==> config.mk <==
export PLATFORM = sky130hd
export DESIGN_NAME = serial_frame_receiver
export DESIGN_NICKNAME = d
export VERILOG_FILES = /design/src/rtl/serial_frame_receiver.sv
export SDC_FILE = /design/constraint.sdc
export NUM_CORES = 1
export LEC_CHECK = 0
export ABC_AREA = 1
export CAP_MARGIN = 15
export CORE_ASPECT_RATIO = 1.2
export CORE_MARGIN = 2
export CORE_UTILIZATION = 40
export CTS_BUF_LIST = sky130_fd_sc_hd__clkbuf_8
export DETAILED_ROUTE_END_ITERATION = 6
export GPL_TIMING_DRIVEN = 0
export PLACE_DENSITY = 0.67
export SETUP_SLACK_MARGIN = 0.4
export SYNTH_ARGS = -nofsm -noshare
export SYNTH_HDL_FRONTEND = slang
export SYNTH_SLANG_ARGS = --single-unit
export TNS_END_PERCENT = 50
==> constraint.sdc <==
create_clock -name clk -period 1.4 [get_ports clk]
set_clock_uncertainty 0.1 [all_clocks]
set_input_delay 0.28 -clock clk [delete_from_list [all_inputs] [get_ports clk]]
set_output_delay 0.28 -clock clk [all_outputs]
set_load 0.005 [all_outputs]
==> src/rtl/serial_frame_receiver.sv <==
// Serial frame deserialiser: start bit, WIDTH data bits MSB-first, optional even parity.
// Completed words sit in a single-entry valid/ready slot; a frame that finds the slot full is dropped.
module serial_frame_receiver #(
   parameter int WIDTH     = 4,
   parameter bit PARITY_EN = 1'b1
) (
   input  logic             clk,
   input  logic             rst_n,
   input  logic             serial_in,
   input  logic             data_ready,
   output logic [WIDTH-1:0] data_out,
   output logic             data_valid,
   output logic             parity_err,
   output logic             overrun,
   output logic             busy
);

   localparam int CW = $clog2(WIDTH + 1);
   localparam logic [1:0] ST_IDLE   = 2'd0;
   localparam logic [1:0] ST_DATA   = 2'd1;
   localparam logic [1:0] ST_PARITY = 2'd2;
   localparam logic [CW-1:0] LAST_BIT = CW'(WIDTH - 1);

   function automatic logic even_parity(input logic [WIDTH-1:0] word);
      even_parity = ^word;
   endfunction

   logic [1:0]       state_r;
   logic [1:0]       state_s;
   logic [CW-1:0]    cnt_r;
   logic [CW-1:0]    cnt_s;
   logic [WIDTH-1:0] shift_r;
   logic [WIDTH-1:0] shift_s;
   logic [WIDTH-1:0] word_s;
   logic             perr_s;
   logic             complete_s;
   logic             slot_free_s;
   logic [WIDTH-1:0] data_out_r;
   logic             data_valid_r;
   logic             parity_err_r;
   logic             overrun_r;
   logic             busy_r;

   // Frame FSM next state; complete_s marks the edge that samples the last bit of a frame
   always_comb begin
      state_s    = state_r;
      cnt_s      = cnt_r;
      shift_s    = shift_r;
      word_s     = shift_r;
      perr_s     = 1'b0;
      complete_s = 1'b0;
      case (state_r)
         ST_IDLE: begin
            if (serial_in) begin
               state_s = ST_DATA;
               cnt_s   = {CW{1'b0}};
            end else begin
               state_s = ST_IDLE;
            end
         end
         ST_DATA: begin
            shift_s = {shift_r[WIDTH-2:0], serial_in};
            cnt_s   = cnt_r + CW'(1);
            if (cnt_r == LAST_BIT) begin
               if (PARITY_EN) begin
                  state_s = ST_PARITY;
               end else begin
                  state_s    = ST_IDLE;
                  word_s     = shift_s;
                  complete_s = 1'b1;
               end
            end else begin
               state_s = ST_DATA;
            end
         end
         ST_PARITY: begin
            state_s    = ST_IDLE;
            complete_s = 1'b1;
            perr_s     = serial_in ^ even_parity(shift_r);
         end
         default: begin
            state_s = ST_IDLE;
            cnt_s   = {CW{1'b0}};
         end
      endcase
   end

   // The slot may take a new word if empty or being drained on this very edge
   always_comb begin
      slot_free_s = ~data_valid_r | data_ready;
   end

   // Frame FSM state, bit counter, shift register and busy flag
   always_ff @(posedge clk or negedge rst_n) begin
      if (!rst_n) begin
         state_r <= ST_IDLE;
         cnt_r   <= {CW{1'b0}};
         shift_r <= {WIDTH{1'b0}};
         busy_r  <= 1'b0;
      end else begin
         state_r <= state_s;
         cnt_r   <= cnt_s;
         shift_r <= shift_s;
         busy_r  <= (state_s != ST_IDLE);
      end
   end

   // Output slot: load on completion if free, else flag overrun; clear on handshake
   always_ff @(posedge clk or negedge rst_n) begin
      if (!rst_n) begin
         data_out_r   <= {WIDTH{1'b0}};
         data_valid_r <= 1'b0;
         parity_err_r <= 1'b0;
         overrun_r    <= 1'b0;
      end else begin
         overrun_r <= 1'b0;
         if (complete_s && slot_free_s) begin
            data_out_r   <= word_s;
            parity_err_r <= perr_s;
            data_valid_r <= 1'b1;
         end else if (complete_s) begin
            overrun_r <= 1'b1;
         end else if (data_valid_r && data_ready) begin
            data_valid_r <= 1'b0;
         end else begin
            data_valid_r <= data_valid_r;
         end
      end
   end

   assign data_out   = data_out_r;
   assign data_valid = data_valid_r;
   assign parity_err = parity_err_r;
   assign overrun    = overrun_r;
   assign busy       = busy_r;

endmodule

== Yosys cells after proc, flatten, opt, wreduce, memory -nomap -nowiden ==
Index checks and enable logic that the tools add are counted.

* Register bits: 17
* Bits in latches: 0
* RAM bits: 0
* Bits in read-only memories: 0
* Word-level logic and storage cells: 38
* Memories: 0

* $add $sub $neg: 1
* $mul: 0
* Div/mod/pow operators: 0
* $lt $le $gt $ge: 0
* Eq/ne operators: 5
* Shifts and indexed selects: 0
* Multiplexer cells: 12
* Bitwise logic cells: 4
* Reduce and logical (&&, ||, !) cells: 8

{| class="wikitable"
|+ Operator list
! kind !! number
|-
| 3-bit one-hot mux with 3 select lines || 1
|-
| 1-bit 2-to-1 mux || 8
|-
| 2-bit one-hot mux with 2 select lines || 1
|-
| 2-bit AND reduction || 2
|-
| 2-bit nonzero test || 2
|-
| 4-bit XOR reduction || 1
|-
| 3-bit by 1-bit adder with 3-bit output (second input constant) || 1
|-
| 3-bit by 2-bit equality test with 1-bit output (second input constant) || 1
|-
| 3-bit 2-to-1 mux || 1
|-
| 2-bit by 1-bit equality test with 1-bit output (second input constant) || 1
|-
| 2-bit equality test (second input constant) || 1
|-
| 1-bit logical AND || 2
|-
| 2-bit logical NOT || 1
|-
| 2-bit 2-to-1 mux || 1
|-
| 2-bit by 1-bit inequality test with 1-bit output (second input constant) || 1
|-
| 2-bit inequality test (second input constant) || 1
|-
| 1-bit NOT || 2
|-
| 1-bit OR || 1
|-
| 1-bit bitwise XOR || 1
|}

== Longest topological paths before layout ==
* Depth after elaboration: 5
* Mapped depth: 7
* Mapped depth without buffers: 7

== Worst setup path before layout ==
Ideal clock, no wire load.

* Kind: register to register
* From: register cnt_r[0]
* To: register cnt_r[2]
* Setup time: 82 ps
* Arrival time: 963 ps
* Data required time: 1218 ps
* Setup slack: 255 ps
* Stages on the path, launching flop included: 4
* Clock period less this slack: 1145 ps
* Path through: dfrtp_1 -> ha_1 -> ha_1 -> o22ai_1

* Cells in the longest elaborated chain, start to end: 2

{| class="wikitable"
|+ Ends and longest elaborated chain
! what !! RTL line !! source
|-
| from (decl) || 30 || <nowiki>logic [CW-1:0] cnt_r;</nowiki>
|-
| from (signal assigned) || 97 || <nowiki>cnt_r <= {CW{1'b0}};</nowiki>
|-
| from (signal assigned) || 102 || <nowiki>cnt_r <= cnt_s;</nowiki>
|-
| 3-bit by 1-bit adder with 3-bit output || 63 || <nowiki>cnt_s = cnt_r + CW'(1);</nowiki>
|-
| 3-bit one-hot mux with 3 select lines || 52 || <nowiki>case (state_r)</nowiki>
|}

Every way passes these cells.
A chain may end at the register's enable or synchronous reset.

== Worst setup path after layout ==
* From: register data_out_r[1], in the netlist data_out[1]
* To: output port data_out[1]

{| class="wikitable"
|+ RTL lines
! what !! RTL line !! source
|-
| from (decl) || 38 || <nowiki>logic [WIDTH-1:0] data_out_r;</nowiki>
|-
| from (signal assigned) || 111 || <nowiki>data_out_r <= {WIDTH{1'b0}};</nowiki>
|-
| from (signal assigned) || 118 || <nowiki>data_out_r <= word_s;</nowiki>
|-
| to (decl) || 11 || <nowiki>output logic [WIDTH-1:0] data_out,</nowiki>
|}

No word-level cell between the ends.

==> results.cfg <==
[sta]
tightest_slew_ps = 757
finalSetupViolCount = 0
fin_ws_ps = 265
setup_tns_ps = 0
fmax_mhz = 881
period_needed_ps = 1130
fin_hold_ws_ps = 103
relSlewSlack_pct = 49.5
maxSlewViolCount = 0
grt_setup_unrepaired = true
fin_crit_sh_pct = 81.1
finalHoldViolCount = 0

[worst_setup_path]
arrival_ps = 750
max_stage_delay_ps = 380
cp-startpoint = data_out[1]$_DFFE_PN0P_
crit_path_max_fanout = 2
end_kind = output port
path_delay_family = flip-flops
r2r_end = data_out[1]$_DFFE_PN0P_
critical_path_depth = 1
cpMaxStageDelayCell = dfrtp_1
start_kind = register
required_ps = 1020
regToRegSetupSlack_ps = 280
reg2reg_from = state_r[0]$_DFF_PN0_
path_buf_inv = 1
critical_path_class = register to output port
crit_chain = buf_2
crit_path_end = data_out[1]
r2r_cells = 6

[clocking]
clock_path_buffers = 2
cts_tree = yes
clock_sinks = 17
cts_max_level = 1
cts_root_buf = clkbuf_8
cts_buffers = 3
clkLatencyLatePin_ps = 250
path_clk_slew_ps = 70

[drt]
vias = 646
via_per_inst = 4.82
first_iter_violations = 9
drc = 0
finalWirelength_mm = 1.51
ant_nets = 0
routedWlPerCell_um = 11.2
drtPass1Iterations = 4

[floorplan]
die_area_um2 = 2310
pin_count = 12
initial_utilization_pct = 42.5
core_um2 = 1830
chipWidth_um = 44.2
die_h_um = 52.3
placement_rows = 17

[global_route]
grt_max_degree = 18
grt_pass1_wl_mm = 2.57
globalRouteOverflowTotal = 0
antenna_found_initial = 0
grt.total_usage_pct = 15.5
grt_pass1_vias = 617

[power]
power_density_nw_per_um2 = 2290
p_leak_nw = 0.555
vdd_drop_max_mv = 1.19
p_total_mw = 2.52

[synthesis]
ys_warn_count = 0
avgSynthCellArea_um2 = 9.14
yosysUniqueCellTypes = 20
synth_area_um2 = 777
yosysSeqAreaShare_pct = 54.8
ys_ff_latch = 17
syn_inst = 85
syn_nets = 91

[final_layout]
n_fill_cell = 168
fin_cells = 134
diodes = 0
drive_gt1_share_pct = 52.2
layout_commonest_cell = nand2_1
final_cell_mix = nand2_1 (18), dfrtp_1 (16), buf_4 (14)
syn_to_final_growth_pct = 41.4
fin_area_um2 = 1100
layout.nets = 122
final_util_pct = 60.1

[place]
io_buffer_count = 11
place_congestion = 0.712
dp_hpwl_um = 940
placed_area_um2 = 938
pre_cts_ws_ps = -151
dp.cells = 115

[job]
maxCapViolations = 0

[outcome]
status = finished clean

[worst_hold_path]
hold_class = primary input to async pin
timing repair:
item / 4_1_cts / 5_1_grt
gates resized for setup: 42 / 7
hold buffers: 0 / 0
pin swaps: 2 / 3
setup buffers: 11 / 3
setup endpoints to repair: 40 / 24
cloned: 0 / 1
where the power goes:
part | switching [mW] | internal, mW | leakage [nW]
Combinational | 0.630 | 0.664 | 0.321
Sequential | 0.153 | 0.704 | 0.208
Clock | 0.169 | 0.198 | 0.0255
cells in the mapped netlist:
library cell,number,area [µm²]
a21oi_1,1,5.00
a21oi_2,1,8.76
a32o_1,1,10.0
buf_4,1,7.51
dfrtp_1,17,425
ha_1,2,25.0
inv_1,9,33.8
inv_2,4,15.0
inv_4,1,6.26
nand2_1,24,90.1
nand2_2,2,12.5
nand3_1,3,15.0
nand3_2,2,20.0
nor2_1,5,18.8
nor2_2,1,6.26
nor2_4,1,11.3
o21ai_0,4,20.0
o21ai_1,1,5.00
o21ai_2,4,35.0
o22ai_1,1,6.26
metal layers:
layer	GRT usage [%]	part of all wire (%)
met1	18.0	39
met2	27.5	56
met3	2.07	2.9
met4	7.58	2.4
met5	0	0
cells by family (layout without fill, tap and decap cells):
group / after synthesis / in the layout / share of synthesized area (%)
AND/OR/NAND/NOR: 38 / 38 / 22.4
flip-flops: 17 / 17 / 54.8
buffers and inverters: 15 / 45 / 8.05
AO/OA/AOI/OAI: 13 / 13 / 11.6
adder cells (fa/ha/maj): 2 / 2 / 3.22
registers in the layout, summed over array words and instances (netlist names):
register,count
busy,1
cnt_r,3
data_out,4
data_valid,1
overrun,1
parity_err,1
shift_r,4
state_r,2
area by class of cell:
type | instances | area (µm²) | share of cell area [%]
well taps | 19 | 23.8 | 2.16
inverters | 14 | 55.1 | 5.01
flip-flops and latches | 17 | 427 | 38.8
repair buffers | 26 | 178 | 16.2
clock buffers | 3 | 41.3 | 3.76
plain buffers | 1 | 11.3 | 1.03
clock inverters | 1 | 5.00 | 0.456
multi-input cells | 53 | 358 | 32.6
worst min path at each step:
stage,cells after the start,slack (ps),from,endpoint
after floorplan,0,-120,rst_n,busy$_DFF_PN0_
after global placement,2,370,data_out[3]$_DFFE_PN0P_,data_out[3]$_DFFE_PN0P_
after detailed placement,2,370,data_out[1]$_DFFE_PN0P_,data_out[1]$_DFFE_PN0P_
after CTS,1,120,rst_n,data_out[0]$_DFFE_PN0P_
after global routing,1,180,rst_n,data_out[1]$_DFFE_PN0P_
final,1,100,rst_n,shift_r[1]$_DFFE_PN0N_
(Power assumes the default switching activity.)
